### config.mk
export PLATFORM = sky130hd
export DESIGN_NAME = field_unpacker_flat
export DESIGN_NICKNAME = d
export VERILOG_FILES = /design/src/rtl/field_pack_pkg.sv /design/src/rtl/field_unpacker_if.sv /design/src/rtl/field_unpacker.sv /design/src/flat_wrapper.sv
export SDC_FILE = /design/constraint.sdc
export NUM_CORES = 1
export LEC_CHECK = 0
export CAP_MARGIN = 20
export CORE_AREA = 2 2 39 41
export CTS_CLUSTER_DIAMETER = 30
export DETAILED_ROUTE_END_ITERATION = 10
export DIE_AREA = 0 0 41 43
export PLACE_DENSITY = 0.52
export SYNTH_ARGS = -nofsm -noshare
export SYNTH_HDL_FRONTEND = slang
export SYNTH_SLANG_ARGS = --single-unit
export TNS_END_PERCENT = 5
### constraint.sdc
create_clock -name clk -period 1.45 [get_ports clk]
set_input_delay 0.3625 -clock clk [delete_from_list [all_inputs] [get_ports clk]]
set_output_delay 0.3625 -clock clk [all_outputs]
set_load 0.02 [all_outputs]
### src/rtl/field_pack_pkg.sv
// Shared definitions for the bit-field pack/unpack path.
// Both sides import this package so the field layout is defined in one place.
package field_pack_pkg;

    localparam int DEF_FIELD_W    = 1;
    localparam int DEF_NUM_FIELDS = 3;
    localparam int DEF_MSB_FIRST  = 1;

    typedef enum logic [0:0] {
        IDLE = 1'b0,
        EMIT = 1'b1
    } unpack_state_t;

    // A single-field word still needs a one-bit index so ports never collapse to zero width.
    function automatic int idx_width(input int num_fields);
        return (num_fields <= 1) ? 1 : $clog2(num_fields);
    endfunction

endpackage

### src/rtl/field_unpacker_if.sv
// Word-in / field-out handshake bundle for field_unpacker.
interface field_unpacker_if #(
    parameter int FIELD_W    = field_pack_pkg::DEF_FIELD_W,
    parameter int NUM_FIELDS = field_pack_pkg::DEF_NUM_FIELDS
);
    localparam int WORD_W = FIELD_W * NUM_FIELDS;
    localparam int IDX_W  = field_pack_pkg::idx_width(NUM_FIELDS);

    logic              in_valid;
    logic              in_ready;
    logic [WORD_W-1:0] in_word;
    logic              out_valid;
    logic              out_ready;
    logic [FIELD_W-1:0] out_field;
    logic [IDX_W-1:0]  out_idx;
    logic              out_last;

    // The environment (word source plus field consumer) drives the master side.
    modport master (
        output in_valid, in_word, out_ready,
        input  in_ready, out_valid, out_field, out_idx, out_last
    );

    modport slave (
        input  in_valid, in_word, out_ready,
        output in_ready, out_valid, out_field, out_idx, out_last
    );

endinterface

### src/rtl/field_unpacker.sv
// Splits one packed word into NUM_FIELDS fields, emitted one per handshake.
// A new word may be accepted in the same cycle the last field leaves.
module field_unpacker #(
    parameter int FIELD_W    = field_pack_pkg::DEF_FIELD_W,
    parameter int NUM_FIELDS = field_pack_pkg::DEF_NUM_FIELDS,
    parameter int MSB_FIRST  = field_pack_pkg::DEF_MSB_FIRST
) (
    input logic               clk,
    input logic               rst_n,
    field_unpacker_if.slave   bus
);
    import field_pack_pkg::*;

    localparam int WORD_W = FIELD_W * NUM_FIELDS;
    localparam int IDX_W  = idx_width(NUM_FIELDS);
    localparam logic [IDX_W-1:0] LAST_IDX = IDX_W'(NUM_FIELDS - 1);

    unpack_state_t     state, state_nxt;
    logic [WORD_W-1:0] word_q, word_nxt;
    logic [IDX_W-1:0]  idx_q, idx_nxt;
    logic              last;
    logic              in_ready;
    logic [FIELD_W-1:0] fields [NUM_FIELDS];
    logic [FIELD_W-1:0] field_sel;

    always_ff @(posedge clk or negedge rst_n) begin
        if (!rst_n) begin
            state  <= IDLE;
            word_q <= '0;
            idx_q  <= '0;
        end else begin
            state  <= state_nxt;
            word_q <= word_nxt;
            idx_q  <= idx_nxt;
        end
    end

    assign last = (idx_q == LAST_IDX);

    always_comb begin
        state_nxt = state;
        word_nxt  = word_q;
        idx_nxt   = idx_q;
        in_ready  = 1'b0;
        case (state)
            IDLE: begin
                in_ready = 1'b1;
                if (bus.in_valid) begin
                    word_nxt  = bus.in_word;
                    idx_nxt   = '0;
                    state_nxt = EMIT;
                end
            end
            EMIT: begin
                if (bus.out_ready) begin
                    if (last) begin
                        // Refill on the final handshake so back-to-back words leave no bubble.
                        in_ready = 1'b1;
                        if (bus.in_valid) begin
                            word_nxt = bus.in_word;
                            idx_nxt  = '0;
                        end else begin
                            state_nxt = IDLE;
                        end
                    end else begin
                        idx_nxt = idx_q + 1'b1;
                    end
                end
            end
            default: state_nxt = IDLE;
        endcase
    end

    for (genvar k = 0; k < NUM_FIELDS; k++) begin : g_field
        if (MSB_FIRST != 0) begin : g_msb
            assign fields[k] = word_q[WORD_W-1-k*FIELD_W -: FIELD_W];
        end else begin : g_lsb
            assign fields[k] = word_q[k*FIELD_W +: FIELD_W];
        end
    end

    always_comb begin
        field_sel = '0;
        for (int k = 0; k < NUM_FIELDS; k++) begin
            if (idx_q == IDX_W'(k)) field_sel = fields[k];
        end
    end

    // Outputs come straight from the held word and index, so they stay put in IDLE and under stall.
    assign bus.in_ready  = in_ready;
    assign bus.out_valid = (state == EMIT);
    assign bus.out_field = field_sel;
    assign bus.out_idx   = idx_q;
    assign bus.out_last  = last;

endmodule
### src/flat_wrapper.sv
// flat-port wrapper written by rule: the top's interface ports become plain ports
module field_unpacker_flat import field_pack_pkg::*;
#(
    parameter int FIELD_W    = field_pack_pkg::DEF_FIELD_W,
    parameter int NUM_FIELDS = field_pack_pkg::DEF_NUM_FIELDS,
    parameter int MSB_FIRST  = field_pack_pkg::DEF_MSB_FIRST
)
  (clk, rst_n, bus_in_valid, bus_in_word, bus_out_ready, bus_in_ready, bus_out_valid, bus_out_field, bus_out_idx, bus_out_last);
  field_unpacker_if #(.FIELD_W(FIELD_W), .NUM_FIELDS(NUM_FIELDS)) bus_i ();
  input logic clk;
  input logic rst_n;
  input wire logic [$bits(bus_i.in_valid)-1:0] bus_in_valid;
  input wire logic [$bits(bus_i.in_word)-1:0] bus_in_word;
  input wire logic [$bits(bus_i.out_ready)-1:0] bus_out_ready;
  output wire logic [$bits(bus_i.in_ready)-1:0] bus_in_ready;
  output wire logic [$bits(bus_i.out_valid)-1:0] bus_out_valid;
  output wire logic [$bits(bus_i.out_field)-1:0] bus_out_field;
  output wire logic [$bits(bus_i.out_idx)-1:0] bus_out_idx;
  output wire logic [$bits(bus_i.out_last)-1:0] bus_out_last;
  assign bus_i.in_valid = bus_in_valid;
  assign bus_i.in_word = bus_in_word;
  assign bus_i.out_ready = bus_out_ready;
  assign bus_in_ready = bus_i.in_ready;
  assign bus_out_valid = bus_i.out_valid;
  assign bus_out_field = bus_i.out_field;
  assign bus_out_idx = bus_i.out_idx;
  assign bus_out_last = bus_i.out_last;
  field_unpacker #(.FIELD_W(FIELD_W), .NUM_FIELDS(NUM_FIELDS), .MSB_FIRST(MSB_FIRST)) u_core (.clk(clk), .rst_n(rst_n), .bus(bus_i));
endmodule
==> impl_results.md <==
- Worst Setup End Kind: output pin
- Synth top area cells: dfrtp_1 48%, mux2_4 14%, nand2_1 7.2%
- Fin cells: 68
- Vias per inst: 4.22
- NumNets Final: 60
- Largest net degree at the start of global routing: 7
- DRT Pass-1 Iters: 3
- Post-synth top area share: 47.8%
- Max cap viols: 0
- Top post-synthesis cells by count: 6 x dfrtp_1, 6 x nand2_1, 3 x mux2_4
- Logic pwr share: 58.1%
- Total power: 1200 uW
- Final worst slack: -0.0365 ns
- Final WL: 752 um
- IO buf count: 12
- Routed vias: 287
- Clock Tree Buf Depth: 2
- Number of antenna cells inserted: 0
- Int Pwr: between 700 and 800 uW
- Worst min-delay path class: in2async
- Overflow after GRT: 0
- Vias in the first global route: 267
- DP Worst Slack: -0.585 ns
- Hold Buf Count CTS: 0
- Slew HR: 80.8%
- Die Wd: just over 40 um
- Remaining antenna violation count: 0
- Hold Fails Final Rpt: 0
- Num ports: 13
- Design area: 569 sq um
- Wire length per cell: 11.1 um
- Pwr per Cell Area: 2100 nW/um^2
- Pins Over Slew Limit: 0
- Root buffer cell: clkbuf_4
- Clk_lat worst skew: 0.25 ns
- Layout Skew: 0.00881 ns
- DP HPWL: a little under 600 um
- Failing checks: negative setup slack
- Tmin final: 1.49 ns
- Final period util: 103%
- Area Overhead vs Synth: 81.3%
- Worst-path clk slew: about 0.050 ns
- Met3 WL: 64 um
- Top cell type by total area after synthesis: dfrtp_1
- Final Core Density: 41.1%
- Status: complete, but fails checks
- Distinct cells, synth: 12
- Core area: 1380 sq um
- Syn Nets: 32
- Share of power burned in registers: 27.6%
- Fmax: 0.673 GHz
- Die height: 43 um
- CP Data Required Time: roughly 1.1 ns
- Starting density of the core: between 20% and 30%
- NetSw: 427 uW
- First-pass GRT wire length: 1090 um
- DP Cell Count: 63
- Layout cells sized above 1: a little over half
- Sw Share: a little over a third
- DP Area: 538 sq um
- M1 WL: 343 um
- Global placement routability congestion: 0.633
- Cells after Synth: 25
- Initial antenna violation count: 0
- VDD IR-drop max: 0.000931 V
- Synthesis Warnings: 0
- Die area: 1760 sq um
- Post-Syn Area: 314 sq um
- Arr. time, crit path: roughly 1.1 ns
- FILL cells: ~140
- Initial drt markers: 5
- Final setup viols: 2
- Async set-reset flop share out of synthesis: 100%
- CP Max Fanout: 5
- Site row count: 14
- Startpoint Class: flip-flop
- Yosys reg bits: 6
- Setup CP Type: reg2out
- Mean cell area of the mapped netlist: 12.6 sq um
- DRC violations left: 0
- CTS tree: yes
- Top sig layer: met4
- RSZ-0062 raised after global routing: true
- Leakage: 0.000275 uW
- CTS HTree Levels: 1
- WL met2: about 330 um
- TritonCTS Sinks: 6
- Clock network fraction of total power: between 10 and 15%
- Sequential-to-total area share from yosys stat: a little under half
- Number of synthesized flops with an enable pin: 0
- Synth Flop Type: dfrtp_1
- GRT Total Usage: 10.3%
- Worst Max-Slew Pin Slew: 0.288 ns
- CTS Buf Count: 3
-- state kept, by name (all words and copies together) (netlist names) --
signal / flops
u_core.fields: 3
u_core.bus.out_idx: 2
u_core.bus.out_valid: 1
-- through the flow --
step | hold WS [ns] | setup TNS, ns
after floorplan | 0.0669 | 0
after global placement | 0.496 | -2.06
after detailed placement | 0.505 | -2.11
after CTS | 0.367 | -0.105
after global routing | 0.382 | -0.219
final | 0.355 | -0.0691
-- power groups by stage --
| stage | Combinational, uW | Clock, uW | Sequential (uW) |
|---|---|---|---|
| 2_1_floorplan | 291 | 0 | 373 |
| 3_3_place_gp | 680 | 0 | 326 |
| 3_5_place_dp | 685 | 0 | 328 |
| 4_1_cts | 671 | 177 | 330 |
| 5_1_grt | 742 | 190 | 339 |
| 6_report | 695 | 171 | 330 |
-- layout by cell type (no fill, tap or decap) --
cell type / synthesis / layout
nand3b_4: 1 / 1
clkbuf_1: 0 / 1
dlygate4sd2_1: 0 / 2
o31ai_1: 1 / 1
nand2_1: 6 / 5
a32o_1: 1 / 1
clkdlybuf4s50_1: 0 / 5
nand2_2: 0 / 1
clkbuf_4: 0 / 3
dfrtp_2: 0 / 2
buf_2: 0 / 1
o211ai_1: 1 / 1
mux2i_1: 2 / 2
buf_4: 0 / 12
a21oi_4: 1 / 1
buf_6: 0 / 3
o21ai_1: 0 / 1
dfrtp_1: 6 / 4
inv_1: 1 / 1
nor2b_4: 0 / 1
mux2_4: 3 / 3
-- final cells by class --
cell class,instances,area (sq um),share of cell area [%]
Clock buffer,4,26.3,4.62
Inverter,1,3.75,0.659
Multi-Input combinational cell,18,170,29.9
Sequential cell,6,153,26.8
Tap cell,16,20.0,3.52
Timing Repair Buffer,23,196,34.5
-- what timing repair did --
item	CTS	global route
resized for setup	25	4
pin swaps	0	1
buffers inserted	0	1
setup endpoints to repair	9	4
-- worst paths after layout --
check                                       from                     to  slack [ns]  depth (start not counted)
min                                        rst_n       u_core.fields[2]        0.35                          1
max in group asynchronous                  rst_n  u_core.bus.out_idx[1]        0.86                          1
max reg2reg                u_core.bus.out_idx[0]       u_core.fields[1]        0.04                          4
max                        u_core.bus.out_idx[0]         bus_out_idx[0]       -0.04                          3
min reg2reg                     u_core.fields[1]       u_core.fields[1]        0.52                          1
min in group clk                u_core.fields[1]       u_core.fields[1]        0.52                          1
-- cells by family after synthesis --
group           count (synthesis)  share of synthesized area [%]
mux                             5                           20.7
compound gates                  5                           14.7
buf+inv                         1                           1.19
simple gates                    8                           15.5
flops                           6                           47.8
-- layer usage --
metal | track usage [%] | vias to the layer above
li1 | - | 144
met1 | 11.8 | 126
met2 | 13.1 | 15
met3 | 4.71 | 2
met4 | 10.0 | 0
met5 | 0 | -
-- critical path, stage by stage (launching register included) --
cell and delay [ns]:
dfrtp_2 0.45, buf_4 0.15, buf_4 0.12, buf_4 0.15
No activity file was read; power rests on OpenSTA's default activity.
